==> src/rtl/msx_bus_cycle.sv <==
// msx_bus_cycle
//   Recognises MSX memory and I/O read/write cycles on the filtered slot bus.
//   Each accepted cycle produces a one-clk request carrying the latched
//   address/data. WAIT is held low until the back-end acknowledges, the
//   timeout expires, or the CPU drops its strobe. Read data is then presented
//   to the bus tri-state logic.
//
//   State   | meaning
//   --------+------------------------------------------------------------
//   IDLE    | no cycle in progress
//   SETTLE  | cycle condition seen, counting stable ena samples
//   REQ     | request pulse out, WAIT asserted
//   WAIT_ACK| waiting for ack / timeout / strobe release
//   HOLD    | cycle completed, hold read data until strobes release
//   DRAIN   | CPU aborted, swallow the late ack (or timeout)
//
// Ports:
//   clk, reset_n                         clock, async active-low reset
//   ena                                  sample enable shared with pin filters
//   sltsl_n, mreq_n, iorq_n, rd_n, wr_n, m1_n   filtered bus controls
//   addr[15:0], din[7:0]                 filtered address / data buses
//   req_valid, req_write, req_io,
//   req_addr[15:0], req_wdata[7:0]       request to back-end
//   ack, ack_rdata[7:0]                  back-end completion
//   rd_data[7:0], data_oe                read data toward bus drivers
//   wait_n                               MSX WAIT, active low
//   busy, timeout                        status
module msx_bus_cycle #(
    parameter int unsigned SETTLE_CYCLES = 2,
    parameter int unsigned TIMEOUT       = 255,
    parameter logic [7:0]  IO_BASE       = 8'h00,
    parameter logic [7:0]  IO_MASK       = 8'h00
) (
    input  logic        clk,
    input  logic        reset_n,
    input  logic        ena,
    input  logic        sltsl_n,
    input  logic        mreq_n,
    input  logic        iorq_n,
    input  logic        rd_n,
    input  logic        wr_n,
    input  logic        m1_n,
    input  logic [15:0] addr,
    input  logic [7:0]  din,
    output logic        req_valid,
    output logic        req_write,
    output logic        req_io,
    output logic [15:0] req_addr,
    output logic [7:0]  req_wdata,
    input  logic        ack,
    input  logic [7:0]  ack_rdata,
    output logic [7:0]  rd_data,
    output logic        data_oe,
    output logic        wait_n,
    output logic        busy,
    output logic        timeout
);

    localparam logic [3:0]  SETTLE_N  = 4'(SETTLE_CYCLES);
    localparam logic [16:0] TIMEOUT_N = 17'(TIMEOUT);

    typedef enum logic [2:0] {
        S_IDLE, S_SETTLE, S_REQ, S_WAIT_ACK, S_HOLD, S_DRAIN
    } state_e;

    state_e      state_q, state_d;
    logic [3:0]  settle_q, settle_d;
    logic [16:0] tcnt_q, tcnt_d;
    logic        kind_io_q, kind_io_d;
    logic        kind_wr_q, kind_wr_d;
    logic        req_valid_q, req_valid_d;
    logic        req_write_q, req_write_d;
    logic        req_io_q, req_io_d;
    logic [15:0] req_addr_q, req_addr_d;
    logic [7:0]  req_wdata_q, req_wdata_d;
    logic [7:0]  rd_data_q, rd_data_d;
    logic        data_oe_q, data_oe_d;
    logic        wait_n_q, wait_n_d;
    logic        timeout_q, timeout_d;

    logic        one_strobe, port_match, mem_cyc, io_cyc, cyc_any, same_cyc;
    logic        strobe_gone, tc_hit, enter_req;
    logic [3:0]  settle_inc;
    logic [16:0] tcnt_inc;

    // Exactly one of rd_n/wr_n low; both low is never a cycle.
    assign one_strobe = rd_n ^ wr_n;
    assign port_match = (addr[7:0] & IO_MASK) == IO_BASE;
    assign mem_cyc    = ~sltsl_n & ~mreq_n & one_strobe;
    // m1_n low with iorq_n low is interrupt acknowledge, excluded here.
    assign io_cyc     = ~iorq_n & m1_n & port_match & one_strobe;
    assign cyc_any    = mem_cyc | io_cyc;
    // Memory wins when both match, so the kind is I/O only without mem_cyc.
    assign same_cyc   = cyc_any & (~mem_cyc == kind_io_q) & (~wr_n == kind_wr_q);
    assign strobe_gone = kind_wr_q ? wr_n : rd_n;
    assign settle_inc = settle_q + 4'd1;
    // Counter starts at zero when REQ is entered, so tcnt_inc is the number
    // of clks elapsed since req_valid at the upcoming edge.
    assign tcnt_inc   = tcnt_q + 17'd1;
    assign tc_hit     = tcnt_inc >= TIMEOUT_N;

    always_ff @(posedge clk or negedge reset_n) begin
        if (!reset_n) begin
            state_q     <= S_IDLE;
            settle_q    <= '0;
            tcnt_q      <= '0;
            kind_io_q   <= 1'b0;
            kind_wr_q   <= 1'b0;
            req_valid_q <= 1'b0;
            req_write_q <= 1'b0;
            req_io_q    <= 1'b0;
            req_addr_q  <= '0;
            req_wdata_q <= '0;
            rd_data_q   <= 8'hFF;
            data_oe_q   <= 1'b0;
            wait_n_q    <= 1'b1;
            timeout_q   <= 1'b0;
        end else begin
            state_q     <= state_d;
            settle_q    <= settle_d;
            tcnt_q      <= tcnt_d;
            kind_io_q   <= kind_io_d;
            kind_wr_q   <= kind_wr_d;
            req_valid_q <= req_valid_d;
            req_write_q <= req_write_d;
            req_io_q    <= req_io_d;
            req_addr_q  <= req_addr_d;
            req_wdata_q <= req_wdata_d;
            rd_data_q   <= rd_data_d;
            data_oe_q   <= data_oe_d;
            wait_n_q    <= wait_n_d;
            timeout_q   <= timeout_d;
        end
    end

    always_comb begin
        state_d     = state_q;
        settle_d    = settle_q;
        tcnt_d      = tcnt_q;
        kind_io_d   = kind_io_q;
        kind_wr_d   = kind_wr_q;
        req_valid_d = 1'b0;
        req_write_d = req_write_q;
        req_io_d    = req_io_q;
        req_addr_d  = req_addr_q;
        req_wdata_d = req_wdata_q;
        rd_data_d   = rd_data_q;
        data_oe_d   = data_oe_q;
        wait_n_d    = wait_n_q;
        timeout_d   = 1'b0;
        enter_req   = 1'b0;

        case (state_q)
            S_IDLE: begin
                tcnt_d = '0;
                if (ena && cyc_any) begin
                    kind_io_d = ~mem_cyc;
                    kind_wr_d = ~wr_n;
                    settle_d  = 4'd1;
                    if (SETTLE_N == 4'd1) enter_req = 1'b1;
                    else                  state_d   = S_SETTLE;
                end
            end
            S_SETTLE: begin
                tcnt_d = '0;
                if (ena) begin
                    if (same_cyc) begin
                        settle_d = settle_inc;
                        if (settle_inc == SETTLE_N) enter_req = 1'b1;
                    end else begin
                        state_d = S_IDLE;
                    end
                end
            end
            S_REQ: begin
                tcnt_d  = tcnt_inc;
                state_d = S_WAIT_ACK;
            end
            S_WAIT_ACK: begin
                tcnt_d = tcnt_inc;
                if (ack) begin
                    wait_n_d = 1'b1;
                    if (!kind_wr_q) begin
                        rd_data_d = ack_rdata;
                        data_oe_d = 1'b1;
                    end
                    state_d = S_HOLD;
                end else if (tc_hit) begin
                    timeout_d = 1'b1;
                    wait_n_d  = 1'b1;
                    if (!kind_wr_q) begin
                        rd_data_d = 8'hFF;
                        data_oe_d = 1'b1;
                    end
                    state_d = S_HOLD;
                end else if (strobe_gone) begin
                    wait_n_d = 1'b1;
                    state_d  = S_DRAIN;
                end
            end
            S_HOLD: begin
                tcnt_d = '0;
                if (ena && rd_n && wr_n) begin
                    data_oe_d = 1'b0;
                    rd_data_d = 8'hFF;
                    state_d   = S_IDLE;
                end
            end
            S_DRAIN: begin
                tcnt_d = tcnt_inc;
                if (ack) begin
                    state_d = S_IDLE;
                end else if (tc_hit) begin
                    timeout_d = 1'b1;
                    state_d   = S_IDLE;
                end
            end
            default: state_d = S_IDLE;
        endcase

        // Latch the request from the live bus on the accepting sample.
        if (enter_req) begin
            state_d     = S_REQ;
            req_valid_d = 1'b1;
            wait_n_d    = 1'b0;
            tcnt_d      = '0;
            req_io_d    = ~mem_cyc;
            req_write_d = ~wr_n;
            req_addr_d  = addr;
            req_wdata_d = din;
        end
    end

    always_comb begin
        busy      = (state_q != S_IDLE);
        req_valid = req_valid_q;
        req_write = req_write_q;
        req_io    = req_io_q;
        req_addr  = req_addr_q;
        req_wdata = req_wdata_q;
        rd_data   = rd_data_q;
        data_oe   = data_oe_q;
        wait_n    = wait_n_q;
        timeout   = timeout_q;
    end

endmodule
==> config.mk <==
export PLATFORM = sky130hd
export DESIGN_NAME = msx_bus_cycle
export DESIGN_NICKNAME = d
export VERILOG_FILES = /design/src/rtl/msx_bus_cycle.sv
export SDC_FILE = /design/constraint.sdc
export NUM_CORES = 1
export LEC_CHECK = 0
export ABC_AREA = 1
export CAP_MARGIN = 20
export CORE_MARGIN = 1
export CORE_UTILIZATION = 54
export CTS_CLUSTER_DIAMETER = 120
export DETAILED_ROUTE_END_ITERATION = 7
export GPL_ROUTABILITY_DRIVEN = 0
export PLACE_DENSITY_LB_ADDON = 0.25
export SETUP_SLACK_MARGIN = 0.3
export SLEW_MARGIN = 10
export SYNTH_ARGS = -nofsm -noshare
export SYNTH_HDL_FRONTEND = slang
export SYNTH_SLANG_ARGS = --single-unit
==> constraint.sdc <==
create_clock -name clk -period 4.1 [get_ports clk]
set_clock_uncertainty 0.15 [all_clocks]
set_input_delay 0.82 -clock clk [delete_from_list [all_inputs] [get_ports clk]]
set_output_delay 0.82 -clock clk [all_outputs]
set_load 0.02 [all_outputs]
Word level (Yosys, flattened, before mapping)
Cells that the tools add are included.
{"block": "totals", "reg_bits": 64, "wordCells": 111}
{"block": "op_classes", "add_sub_neg": 2, "n_lt_le_gt_ge": 1, "eq_ne": 20, "muxes": 42, "bitwise_logic": 13, "reduce_logical": 19}
{"cell": "$mux 8", "n": 5}
{"cell": "$pmux 17 s2", "n": 1}
{"cell": "$mux 3", "n": 10}
{"cell": "$mux 1", "n": 18}
{"cell": "$pmux 3 s6", "n": 1}
{"cell": "$add 17x1->17 const B", "n": 1}
{"cell": "$ge 17x8->1 const B", "n": 1}
{"cell": "$mux 17", "n": 1}
{"cell": "$pmux 8 s2", "n": 1}
{"cell": "$ne 3x3->1 const B", "n": 5}
{"cell": "$mux 4", "n": 3}
{"cell": "$ne 2x2->1 const B", "n": 5}
{"cell": "$pmux 4 s2", "n": 1}
{"cell": "$reduce_and 4->1", "n": 2}
{"cell": "$and 1x1->1", "n": 6}
{"cell": "$eq 3x2->1 const B", "n": 2}
{"cell": "$eq 3x3->1 const B", "n": 2}
{"cell": "$reduce_and 6->1", "n": 1}
{"cell": "$reduce_bool 2->1", "n": 3}
{"cell": "$reduce_bool 3->1", "n": 2}
{"cell": "$reduce_or 3->1", "n": 2}
{"cell": "$ne 5x5->1 const B", "n": 1}
{"cell": "$not 1->1", "n": 5}
{"cell": "$add 4x1->4 const B", "n": 1}
{"cell": "13 further kinds", "n": 17}

Logic depth before layout (Yosys ltp)
{"block": "depth", "depth_word": 12, "ltp_mapped": 16, "ltp_nobuf": 16}

Least setup slack after synthesis
Ideal clock, no wire load.
{"block": "synth_path", "path_type": "input to register", "from": "in rd_n", "to": "reg state_q[2]", "setup_ps": 66, "arrival_ps": 1995, "setup_slack_ps": 1889, "stages": 13, "n_path_buf": 0, "path_cell_list": "inv_1 -> nand2_1 -> nand3_1 -> nand2_1 -> o21ai_1 -> nor2_1 -> nand2_1 -> clkinv_1 -> nor2_1 -> nand3_2 -> nand2_1 -> nand2_1 -> nand2_1"}
{"block": "synth_via", "elab_chain_len": 11, "word_cells_on_any_way": 23, "classes_between": "eq/ne: 7; mux: 5; bitwise: 7; reduce/logical: 4"}
{"element": "from (decl)", "line": "40", "text": "input logic rd_n,"}
{"element": "$xor 1x1->1", "line": "87", "text": "assign one_strobe = rd_n ^ wr_n;"}
{"element": "$and 1x1->1", "line": "89", "text": "assign mem_cyc = ~sltsl_n & ~mreq_n & one_strobe;"}
{"element": "$not 1->1", "line": "94", "text": "assign same_cyc = cyc_any & (~mem_cyc == kind_io_q) & (~wr_n == kind_wr_q);"}
{"element": "$eq 1x1->1", "line": "94"}
{"element": "$and 1x1->1 (2 in a row)", "line": "94"}
{"element": "$mux 1", "line": "167", "text": "if (same_cyc) begin"}
{"element": "$mux 1", "line": "166", "text": "if (ena) begin"}
{"element": "$mux 1", "line": "153", "text": "case (state_q)"}
{"element": "$ne 5x5->1 (no line) (tied with other cells)"}
{"element": "$reduce_and 6->1 (no line)"}
{"element": "to (signal assigned)", "line": "119", "text": "state_q <= state_d;"}
{"element": "to (decl)", "line": "66", "text": "state_e state_q, state_d;"}
Several ways; a longest one is shown, not always the timed one.
A chain may end at the register's enable or synchronous reset.

Worst setup path in the final report
{"block": "layout_path", "from": "in wr_n", "to": "reg state_q[0]"}
{"block": "layout_via", "elab_chain_len": 11, "word_cells_on_any_way": 24, "classes_between": "eq/ne: 8; mux: 5; bitwise: 8; reduce/logical: 3"}
{"element": "from (decl)", "line": "41", "text": "input logic wr_n,"}
{"element": "$xor 1x1->1", "line": "87"}
{"element": "$and 1x1->1", "line": "89"}
{"element": "$not 1->1", "line": "94"}
{"element": "$eq 1x1->1", "line": "94"}
{"element": "$and 1x1->1 (2 in a row)", "line": "94"}
{"element": "$mux 1", "line": "167"}
{"element": "$mux 1", "line": "166"}
{"element": "$mux 1", "line": "153"}
{"element": "$ne 5x5->1 (no line) (tied with other cells)"}
{"element": "$reduce_and 6->1 (no line)"}
Several ways; a longest one is shown, not always the timed one.

==> results.md <==
- # rows: 28
- Post-synth EDFFs: 0
- Syn avg cell area: 7.43 um^2
- Clk sinks: 64
- Die width: 80.5 um
- Sequential Power Share: 39.9%
- Reg2reg path depth: 12
- Internal Power: 0.00150 W
- Die area: 6480 um^2
- Initial antenna violation count: 0
- Hold buffers post-CTS: 0
- Final Hold Viols: 0
- Slew margin rel.: 37.7%
- Setup repair bufs after CTS: 0
- Synth Register Bits: 64
- Layout cell share with drive strength beyond 1: 7.64%
- Most used DFF post-synth: dfrtp_1
- Final period utilization: 79.7%
- Seq/Total Area, Yosys: 48.4%
- Critical Path RT: 4230 ps
- Clock H-tree levels: 3
- # diodes: 0
- Vias: 3166
- Peak VDD IR: 444 uV
- Die Span Y: 80.5 um
- Global Route Usage Sum: 27.4%
- Clk buf depth: 2
- TritonCTS clock tree: yes
- Setup Viol. Count Final: 0
- Beginning of the worst hold path: wait_n
- Crit Path Class: in2reg
- Num ports: 81
- Sw frac: 36.7%
- Cells resized by post-CTS repair: 0
- CTS clock-pin slew for the worst setup and hold paths: 70 ps
- Arrival time worst endpoint: 3390 ps
- Synthesized net count: 494
- Crit Path Max Fanout: 27
- DRC violations left: 0
- Nature of the critical path startpoint: input port
- Post-Syn Area: 3330 um^2
- Worst-skew pair later-pin latency: 340 ps
- Total grt overflow: 0
- CTS buffer count: 9
- Final WS setup: 831 ps
- Status: finished, final reports clean
- FF-to-FF End: state_q[0]
- Critical path launch point: wr_n
- Number of max-cap violations: 0
- Max-slew violations: 0
- Final Cell Area: 4360 um^2
- P_leak: 2.11 nW
- Power density cells: 545 nW/um^2
- Antenna-violating nets left: 0
- Worst slew pin tran: 935 ps
- Wire length per cell: 12.9 um
- Switching pwr: 0.000871 W
- DR pass1 iterations: 5
- Worst min path class: reg2reg
- Starting DRT DRC Count: 188
- CTS root buf: clkbuf_8
- Area after DPL: 4190 um^2
- Clock network power share: 20.4%
- Combinational share of power: 39.7%
- Port-buffer cells: 80
- # fillers: 459
- Worst slack, placed: 452 ps
- Vias in the first global route: 3069
- Pin count of the biggest net entering global routing: 43
- Starting Density: 56.2%
- Sum of negative setup slack: 0 ps
- R2R Setup Slk: 1460 ps
- Reg2reg start: settle_q[0]
- Core ar.: 5920 um^2
- Synth Instances: 448
- Hold depth: 2
- First-pass GRT wire length: 13.6 mm
- Avg Vias per Cell: 5.17
- WL final: 7.89 mm
- Tmin final: 3270 ps
- Ys Warns: 0
- FFs w/ async S/R, synth: 100%
- Worst setup EP type: flop
- Hold endpoint: wait_n
- RSZ-0062 raised after global routing: false
- Dpl hpwl: 5.74 mm
- Cell variety after synth: 28
- # nets final: 578
- Layout overhead on the synthesized area: 30.9%
- Fmax: 0.306 GHz
## stage by stage
step	total power [W]	hold slack (ps)	instances	util, %
final	0.00237	330	612	73.6
after global routing	0.00253	351	612	73.6
after CTS	0.00239	332	612	73.6
after detailed placement	0.00189	315	596	70.7
after global placement	0.00187	304	596	70.7
after floorplan	0.00145	303	448	-
## layout make-up
cell class | count | area (um^2) | share of cell area (%)
timing repair buffer | 82 | 811 | 18.6
clock buffer | 15 | 166 | 3.82
tap | 75 | 93.8 | 2.15
multi-input combinational | 322 | 1470 | 33.8
clock inverter | 1 | 5.00 | 0.115
inverter | 53 | 199 | 4.56
sequential | 64 | 1610 | 37.0
## placed cells by master, fill, tap and decap left out
| master | synthesis | final |
|---|---|---|
| clkbuf_8 | 0 | 11 |
| clkbuf_1 | 4 | 4 |
| nor2_4 | 3 | 3 |
| o21ai_2 | 1 | 1 |
| nand2_2 | 4 | 4 |
| inv_2 | 1 | 1 |
| xor2_1 | 3 | 3 |
| nand3_1 | 36 | 36 |
| o21ai_0 | 14 | 14 |
| a32o_1 | 1 | 1 |
| inv_1 | 51 | 51 |
| o21a_1 | 1 | 1 |
| buf_4 | 0 | 2 |
| o211ai_1 | 1 | 1 |
| nand2_1 | 178 | 178 |
| nand4_1 | 9 | 9 |
| buf_2 | 4 | 1 |
| clkinv_1 | 1 | 1 |
| ha_1 | 4 | 4 |
| clkinv_2 | 0 | 1 |
| dfrtp_1 | 55 | 55 |
| nand3_2 | 2 | 2 |
| a21oi_1 | 3 | 3 |
| o22ai_1 | 14 | 14 |
| nor2_1 | 38 | 38 |
| nor2_2 | 5 | 5 |
| mux2_2 | 1 | 1 |
| o21ai_1 | 1 | 1 |
| nor3_1 | 3 | 3 |
| dfstp_2 | 9 | 9 |
| clkdlybuf4s50_1 | 0 | 79 |
## synthesized netlist by cell type, drive strengths merged, types with 3 or more instances
master	instances	area [um^2]
a21oi	3	15.0
buf	5	31.3
clkbuf	4	15.0
dfrtp	55	1380
dfstp	9	236
ha	4	50.1
inv	52	195
nand2	182	693
nand3	38	200
nand4	9	56.3
nor2	46	208
nor3	3	15.0
o21ai	16	83.8
o22ai	14	87.6
xor2	3	26.3
## metal layers
metal | wire length (um) | vias up | track usage [%]
met2 | 3630 | 105 | 41.2
met5 | 0 | - | 0
met1 | 3500 | 1461 | 35.9
met4 | 208 | 0 | 13.4
met3 | 557 | 22 | 8.18
li1 | - | 1578 | -
## power groups by stage
stage / Combinational (W) / Clock [W] / Sequential [W]
after floorplan: 0.000345 / 0 / 0.00111
after global placement: 0.000917 / 0 / 0.000948
after detailed placement: 0.000942 / 0 / 0.000950
after CTS: 0.000947 / 0.000494 / 0.000947
after global routing: 0.00104 / 0.000525 / 0.000968
final: 0.000943 / 0.000484 / 0.000948
## critical path: stages
cell and delay (ps):
clkdlybuf4s50_1 540, nand2_1 120, nand3_1 160, nand2_1 120, o21ai_1 90, nor2_1 90
nand2_1 90, clkinv_1 560, nor2_1 430, nand3_2 140, nand2_1 110, nand2_1 50
nand2_1 70
## cells by family after synthesis
kind of cell,synth area share [%]
muxes,0.338
buffers and inverters,7.37
adders and majority gates,1.50
and+or+nand+nor,35.2
DFF,48.4
xor gates and xnor gates,0.789
AOI/OAI and AO/OA,6.35
## state kept, by name, summed over array words and instances, names as in the netlist
register and cells:
data_oe 1, kind_io_q 1, kind_wr_q 1, rd_data 8, req_addr 16, req_io 1
req_valid 1, req_wdata 8, req_write 1, settle_q 4, state_q 3, tcnt_q 17
timeout 1, wait_n 1
## worst max-delay path by stage
stage	to	slack, ps	cells after the start
final	state_q[0]	830	13
after global routing	state_q[0]	520	13
after detailed placement	state_q[0]	450	13
after global placement	state_q[2]	650	13
after CTS	state_q[0]	800	13
after floorplan	state_q[2]	1890	13
Power figures use the tool's default switching activity.
